===== config.mk =====
export PLATFORM = sky130hd
export DESIGN_NAME = mem_port_arbiter_flat
export DESIGN_NICKNAME = d
export VERILOG_FILES = /design/src/rtl/mem_port_arbiter_if.sv /design/src/rtl/mem_port_arbiter.sv /design/src/flat_wrapper.sv
export SDC_FILE = /design/constraint.sdc
export NUM_CORES = 1
export LEC_CHECK = 0
export CAP_MARGIN = 20
export CORE_ASPECT_RATIO = 0.75
export CORE_UTILIZATION = 37
export DETAILED_ROUTE_END_ITERATION = 6
export PLACE_DENSITY = 0.88
export RECOVER_POWER = 100
export SLEW_MARGIN = 20
export SYNTH_ARGS = -nofsm -noshare
export SYNTH_HDL_FRONTEND = slang
export SYNTH_SLANG_ARGS = --single-unit

===== constraint.sdc =====
create_clock -name clk -period 1.6 [get_ports clk]
set_input_delay 0.24 -clock clk [delete_from_list [all_inputs] [get_ports clk]]
set_output_delay 0.24 -clock clk [all_outputs]
set_load 0.01 [all_outputs]

===== src/rtl/mem_port_arbiter_if.sv =====
// Bundles the CPU fetch/data request ports and the shared Avalon-style memory bus.
// The arbiter is the bus master; the CPU and memory side are seen through the slave view.
interface mem_port_arbiter_if;
  logic [31:0] i_address;
  logic        i_read;
  logic [31:0] i_readdata;
  logic        i_done;

  logic [31:0] d_address;
  logic        d_read;
  logic        d_write;
  logic [31:0] d_writedata;
  logic [3:0]  d_byteenable;
  logic [31:0] d_readdata;
  logic        d_done;

  logic [31:0] mem_address;
  logic        mem_read;
  logic        mem_write;
  logic [31:0] mem_writedata;
  logic [3:0]  mem_byteenable;
  logic [31:0] mem_readdata;
  logic        mem_waitrequest;

  modport master (
    input  i_address, i_read, d_address, d_read, d_write, d_writedata, d_byteenable,
    input  mem_readdata, mem_waitrequest,
    output i_readdata, i_done, d_readdata, d_done,
    output mem_address, mem_read, mem_write, mem_writedata, mem_byteenable
  );

  modport slave (
    output i_address, i_read, d_address, d_read, d_write, d_writedata, d_byteenable,
    output mem_readdata, mem_waitrequest,
    input  i_readdata, i_done, d_readdata, d_done,
    input  mem_address, mem_read, mem_write, mem_writedata, mem_byteenable
  );
endinterface


===== src/rtl/mem_port_arbiter.sv =====
// Serialises CPU fetch and data accesses onto one memory slave; every output is registered
// and a completion pulse with captured read data is returned to the owning port.
module mem_port_arbiter #(
  parameter int DATA_PRIORITY = 0,
  parameter int READ_LATENCY  = 1
) (
  input  logic                       clk,
  input  logic                       reset_n,
  mem_port_arbiter_if.master         bus,
  output logic                       busy,
  output logic                       grant_data
);

  typedef enum logic [1:0] {IDLE, BUS, RESP} state_t;

  localparam logic [1:0] LAT_LOAD = 2'(READ_LATENCY - 1);

  state_t      state_q, state_d;
  logic [1:0]  lat_cnt_q, lat_cnt_d;
  logic        last_grant_q, last_grant_d;
  logic        grant_data_q, grant_data_d;
  logic [31:0] addr_q, addr_d;
  logic [31:0] wdata_q, wdata_d;
  logic [3:0]  be_q, be_d;
  logic        rd_q, rd_d;
  logic        wr_q, wr_d;
  logic [31:0] i_rdata_q, i_rdata_d;
  logic [31:0] d_rdata_q, d_rdata_d;
  logic        i_done_q, i_done_d;
  logic        d_done_q, d_done_d;

  logic i_elig, d_elig, pick_data;

  // A port whose done pulse is showing is not eligible, so a requester may drop late.
  assign i_elig = bus.i_read & ~i_done_q;
  assign d_elig = (bus.d_read | bus.d_write) & ~d_done_q;

  always_ff @(posedge clk or negedge reset_n) begin
    if (!reset_n) begin
      state_q      <= IDLE;
      lat_cnt_q    <= '0;
      last_grant_q <= 1'b1;
      grant_data_q <= 1'b0;
      addr_q       <= '0;
      wdata_q      <= '0;
      be_q         <= '0;
      rd_q         <= 1'b0;
      wr_q         <= 1'b0;
      i_rdata_q    <= '0;
      d_rdata_q    <= '0;
      i_done_q     <= 1'b0;
      d_done_q     <= 1'b0;
    end else begin
      state_q      <= state_d;
      lat_cnt_q    <= lat_cnt_d;
      last_grant_q <= last_grant_d;
      grant_data_q <= grant_data_d;
      addr_q       <= addr_d;
      wdata_q      <= wdata_d;
      be_q         <= be_d;
      rd_q         <= rd_d;
      wr_q         <= wr_d;
      i_rdata_q    <= i_rdata_d;
      d_rdata_q    <= d_rdata_d;
      i_done_q     <= i_done_d;
      d_done_q     <= d_done_d;
    end
  end

  always_comb begin
    state_d      = state_q;
    lat_cnt_d    = lat_cnt_q;
    last_grant_d = last_grant_q;
    grant_data_d = grant_data_q;
    addr_d       = addr_q;
    wdata_d      = wdata_q;
    be_d         = be_q;
    rd_d         = rd_q;
    wr_d         = wr_q;
    i_rdata_d    = i_rdata_q;
    d_rdata_d    = d_rdata_q;
    i_done_d     = 1'b0;
    d_done_d     = 1'b0;

    if (d_elig && !i_elig)      pick_data = 1'b1;
    else if (i_elig && !d_elig) pick_data = 1'b0;
    else if (DATA_PRIORITY != 0) pick_data = 1'b1;
    else                         pick_data = ~last_grant_q;

    case (state_q)
      IDLE: begin
        if (i_elig || d_elig) begin
          grant_data_d = pick_data;
          last_grant_d = pick_data;
          state_d      = BUS;
          if (pick_data) begin
            addr_d  = bus.d_address;
            wdata_d = bus.d_writedata;
            be_d    = bus.d_byteenable;
            wr_d    = bus.d_write;
            rd_d    = ~bus.d_write;
          end else begin
            addr_d  = bus.i_address;
            be_d    = 4'hF;
            wr_d    = 1'b0;
            rd_d    = 1'b1;
          end
        end
      end
      BUS: begin
        if (!bus.mem_waitrequest) begin
          rd_d = 1'b0;
          wr_d = 1'b0;
          if (wr_q) begin
            d_done_d = 1'b1;
            state_d  = IDLE;
          end else begin
            lat_cnt_d = LAT_LOAD;
            state_d   = RESP;
          end
        end
      end
      RESP: begin
        if (lat_cnt_q != 2'd0) begin
          lat_cnt_d = lat_cnt_q - 2'd1;
        end else begin
          state_d = IDLE;
          if (grant_data_q) begin
            d_rdata_d = bus.mem_readdata;
            d_done_d  = 1'b1;
          end else begin
            i_rdata_d = bus.mem_readdata;
            i_done_d  = 1'b1;
          end
        end
      end
      default: state_d = IDLE;
    endcase
  end

  always_comb begin
    bus.mem_address    = addr_q;
    bus.mem_read       = rd_q;
    bus.mem_write      = wr_q;
    bus.mem_writedata  = wdata_q;
    bus.mem_byteenable = be_q;
    bus.i_readdata     = i_rdata_q;
    bus.i_done         = i_done_q;
    bus.d_readdata     = d_rdata_q;
    bus.d_done         = d_done_q;
    busy               = (state_q != IDLE);
    grant_data         = grant_data_q;
  end

endmodule


===== src/flat_wrapper.sv =====
// flat-port wrapper written by rule: the top's interface ports become plain ports
module mem_port_arbiter_flat 
#(
  parameter int DATA_PRIORITY = 0,
  parameter int READ_LATENCY  = 1
)
  (clk, reset_n, busy, grant_data, bus_i_address, bus_i_read, bus_d_address, bus_d_read, bus_d_write, bus_d_writedata, bus_d_byteenable, bus_mem_readdata, bus_mem_waitrequest, bus_i_readdata, bus_i_done, bus_d_readdata, bus_d_done, bus_mem_address, bus_mem_read, bus_mem_write, bus_mem_writedata, bus_mem_byteenable);
  mem_port_arbiter_if bus_i ();
  input  logic clk;
  input  logic reset_n;
  output logic busy;
  output logic grant_data;
  input wire logic [$bits(bus_i.i_address)-1:0] bus_i_address;
  input wire logic [$bits(bus_i.i_read)-1:0] bus_i_read;
  input wire logic [$bits(bus_i.d_address)-1:0] bus_d_address;
  input wire logic [$bits(bus_i.d_read)-1:0] bus_d_read;
  input wire logic [$bits(bus_i.d_write)-1:0] bus_d_write;
  input wire logic [$bits(bus_i.d_writedata)-1:0] bus_d_writedata;
  input wire logic [$bits(bus_i.d_byteenable)-1:0] bus_d_byteenable;
  input wire logic [$bits(bus_i.mem_readdata)-1:0] bus_mem_readdata;
  input wire logic [$bits(bus_i.mem_waitrequest)-1:0] bus_mem_waitrequest;
  output wire logic [$bits(bus_i.i_readdata)-1:0] bus_i_readdata;
  output wire logic [$bits(bus_i.i_done)-1:0] bus_i_done;
  output wire logic [$bits(bus_i.d_readdata)-1:0] bus_d_readdata;
  output wire logic [$bits(bus_i.d_done)-1:0] bus_d_done;
  output wire logic [$bits(bus_i.mem_address)-1:0] bus_mem_address;
  output wire logic [$bits(bus_i.mem_read)-1:0] bus_mem_read;
  output wire logic [$bits(bus_i.mem_write)-1:0] bus_mem_write;
  output wire logic [$bits(bus_i.mem_writedata)-1:0] bus_mem_writedata;
  output wire logic [$bits(bus_i.mem_byteenable)-1:0] bus_mem_byteenable;
  assign bus_i.i_address = bus_i_address;
  assign bus_i.i_read = bus_i_read;
  assign bus_i.d_address = bus_d_address;
  assign bus_i.d_read = bus_d_read;
  assign bus_i.d_write = bus_d_write;
  assign bus_i.d_writedata = bus_d_writedata;
  assign bus_i.d_byteenable = bus_d_byteenable;
  assign bus_i.mem_readdata = bus_mem_readdata;
  assign bus_i.mem_waitrequest = bus_mem_waitrequest;
  assign bus_i_readdata = bus_i.i_readdata;
  assign bus_i_done = bus_i.i_done;
  assign bus_d_readdata = bus_i.d_readdata;
  assign bus_d_done = bus_i.d_done;
  assign bus_mem_address = bus_i.mem_address;
  assign bus_mem_read = bus_i.mem_read;
  assign bus_mem_write = bus_i.mem_write;
  assign bus_mem_writedata = bus_i.mem_writedata;
  assign bus_mem_byteenable = bus_i.mem_byteenable;
  mem_port_arbiter #(.DATA_PRIORITY(DATA_PRIORITY), .READ_LATENCY(READ_LATENCY)) u_core (.clk(clk), .reset_n(reset_n), .bus(bus_i), .busy(busy), .grant_data(grant_data));
endmodule

==> flow_metrics.tcl <==
set metrics [dict create \
    dp_cells 862 \
    clk-insertion-delay-late_ps 420 \
    ant_nets 0 \
    drt_first_pass_iters 6 \
    cts_buffers 17 \
    port_buffers 275 \
    grt_pass1_wl_um 24700 \
    grt_pass1_vias 4735 \
    peakVddDrop_mv 1.43 \
    filler_cell_count 1093 \
    grtUsageTotal_pct 20.5 \
    critPathTopFamily "buffers and inverters" \
    clk_path_buf_depth 2 \
    worst-path-stages 9 \
    vias 4399 \
    critical_path_class "flip-flop to flip-flop" \
    cp.required_ps 1950 \
    grt_start_max_net_pins 58 \
    critPathLaunchType "flip-flop" \
    outcome "finished, violations left" \
    die_h_um 109 \
    wirelength_um 16500 \
    ys.flop_type "dfrtp_1" \
    n_antenna_cell 0 \
    ios 276 \
    layout-drive-gt1-share_pct 21.3 \
    pwr-share-comb_pct 48.1 \
    power_switching_mw 6.54 \
    num_rows 38 \
    dieArea_sq_um 15800 \
    root_buffer "clkbuf_16" \
    placed_area_sq_um 8850 \
    pwr-share-clk_pct 20.1 \
    synth-seq-cells 142 \
    via_per_inst 4.87 \
    sequentialPowerShare_pct 31.9 \
    yosysWarnings 0 \
    maxSlewHeadroom_pct 50.4 \
    final_util_pct 64.5 \
    cap_viol_max_count 0 \
    design_area_sq_um 9500 \
    nets 832 \
    die_w_um 145 \
    syn_avg_cell_area_sq_um 14.8 \
    switching_share_pct 32.3 \
    reg2regPathDepth 9 \
    drc 0 \
    synth_cells 383 \
    drt_iter0_markers 158 \
    finalSetupViolCount 2 \
    endpoint_kind "flip-flop" \
    power_density_nw_per_um2 2140 \
    synthToLayoutAreaGrowth_pct 67.4 \
    setup_slack_ps -9.60 \
    core_sq_um 14700 \
    synth_sequential_area_ratio_pct 62.6 \
    worstHoldPathCells 2 \
    critPathBufInv 5 \
    timing.final.crit_share_pct 101 \
    syn-num-nets 525 \
    fin_cells 903 \
    crit_path_top_delay_cell "dfrtp_1" \
    cts_sinks 142 \
    finalClockSkew_ps 10.0 \
    worstPathCellList "inv_2, ha_4, inv_2, buf_12, a21oi_4, buf_12, clkbuf_16, o22a_1, o21a_1" \
    htreeDepth 4 \
    synth-edff-count 0 \
    finalCriticalPeriod_ps 1610 \
    synth_area_sq_um 5680 \
    max_stage_delay_ps 400 \
    timing.fmax_mhz 621 \
    violations "setup timing" \
    cp.arrival_ps 1960 \
    final_hold_viol_count 0 \
    routedWlPerCell_um 18.3 \
    antenna_found_initial 0 \
    synthArstFlopShare_pct 100 \
    min-delay-path-class "input port to flip-flop" \
    tightest_slew_ps 745 \
    grt_setup_unrepaired "true" \
    gp_congestion 0.846 \
    slew_viol_final 0 \
    leakage_nw 3.91 \
    path_max_fanout 7 \
    cts_tree "built" \
    synth_cell_types 33 \
    p_int_mw 13.7 \
    initial_utilization_pct 38.5 \
    grt_overflow 0 \
    detailed_place_hpwl_um 11600 \
    clk_pin_slew_ps 60 \
]
power by group through the flow:
| stage | logic, mW | clock network, mW | registers [mW] |
|---|---|---|---|
| final | 9.75 | 4.07 | 6.47 |
| after detailed placement | 9.66 | 0 | 6.50 |
| after global routing | 10.4 | 4.31 | 6.66 |
| after floorplan | 3.62 | 0 | 7.19 |
| after CTS | 9.78 | 4.16 | 6.46 |
| after global placement | 9.32 | 0 | 6.35 |
sequential cells by signal, indices dropped and copies added, names as in the netlist:
name                       flops
u_core.bus.d_done              1
u_core.bus.d_readdata         32
u_core.bus.i_done              1
u_core.bus.i_readdata         32
u_core.bus.mem_address        32
u_core.bus.mem_byteenable      4
u_core.bus.mem_read            1
u_core.bus.mem_write           1
u_core.bus.mem_writedata      32
u_core.grant_data              1
u_core.last_grant_q            1
u_core.lat_cnt_q               2
u_core.state_q                 2
final cells by class:
type                            instances  area, sq um  area share [%]
Clock buffer                           19          453            4.77
Clock inverter                         13          159            1.67
Inverter                               11         41.3           0.434
Multi-Input combinational cell        209         2020            21.3
Sequential cell                       142         3550            37.4
Tap cell                              200          250            2.63
Timing Repair Buffer                  309         3020            31.8
routing by layer:
| metal | track usage [%] | vias up | wire length (um) |
|---|---|---|---|
| li1 | - | 2018 | - |
| met5 | 0 | - | 0 |
| met1 | 22.2 | 2172 | 6520 |
| met2 | 37.0 | 182 | 8510 |
| met3 | 6.78 | 27 | 1180 |
| met4 | 9.19 | 0 | 331 |
synthesized netlist by cell type, drive strengths merged (2+ instances only):
cell type    n  area [sq um]
a211oi       2          15.0
a21oi        6          33.8
buf         19           121
clkbuf       2          7.51
dfrtp      141          3530
ha           4          50.1
inv         11          41.3
mux2        97          1100
nand2        5          21.3
nand2b       2          12.5
nand3        2          10.0
nor3         3          15.0
o21a        33           248
o21ai        8          40.0
o22a        37           324
logic make-up (layout without fill, tap and decap cells):
| logic type | Yosys count | after routing | share of synthesized area, % |
|---|---|---|---|
| AOI/OAI and AO/OA | 92 | 92 | 12.7 |
| adders and majority gates | 4 | 4 | 0.882 |
| buffers and inverters | 32 | 352 | 3.00 |
| DFF | 142 | 142 | 62.6 |
| muxes | 97 | 97 | 19.3 |
| and+or+nand+nor | 16 | 16 | 1.46 |
stage by stage:
step                      TNS, ps  setup WS (ps)  hold slack, ps  power (mW)
after CTS                   -96.0          -72.6             259        20.4
after detailed placement   -16610           -273             138        16.2
final                       -11.9          -9.60             415        20.3
after floorplan                 0           28.2           -55.6        10.8
after global placement     -14750           -228             128        15.7
after global routing        -1410          -52.1             412        21.3
worst paths after layout:
path                                              from                           to  slack (ps)
max in group asynchronous                      reset_n     u_core.bus.i_readdata[2]         200
setup / recovery                     u_core.state_q[1]    u_core.bus.mem_address[0]         -10
min in group asynchronous                      reset_n   u_core.bus.mem_address[27]         440
hold reg to reg            u_core.bus.mem_writedata[3]  u_core.bus.mem_writedata[3]         490
setup reg to reg                     u_core.state_q[1]    u_core.bus.mem_address[0]         -10
hold / removal                      bus_d_writedata[1]  u_core.bus.mem_writedata[1]         410
what timing repair did:
| action | in CTS | in global routing |
|---|---|---|
| setup endpoints to repair | 82 | 58 |
| gates resized for setup | 21 | 41 |
| setup buffers | 1 | 3 |
| hold buffers | 1 | 0 |
| pin swaps | 1 | 8 |
| hold endpoints to repair | 29 | 0 |
| gates cloned | 1 | 3 |
placed cells by master, fill, tap and decap left out, types with 2 or more instances in the layout:
master	instances
inv_1	8
dlygate4sd2_1	10
inv_6	3
dfrtp_1	141
a211oi_1	2
clkbuf_16	19
clkdlybuf4s50_1	233
clkbuf_1	16
nand2b_1	2
clkinv_2	4
inv_2	3
buf_6	5
nor3_1	3
bufinv_16	3
mux2_2	65
a21oi_1	4
clkbuf_2	3
ha_4	2
mux2_1	27
clkinvlp_4	3
buf_12	6
o21ai_1	2
o21ai_0	6
o22a_1	37
clkdlybuf4s25_1	15
o21a_1	33
ha_2	2
clkbuf_8	2
buf_4	15
mux2_4	5
nand2_1	4
No activity file was read; power rests on OpenSTA's default activity.
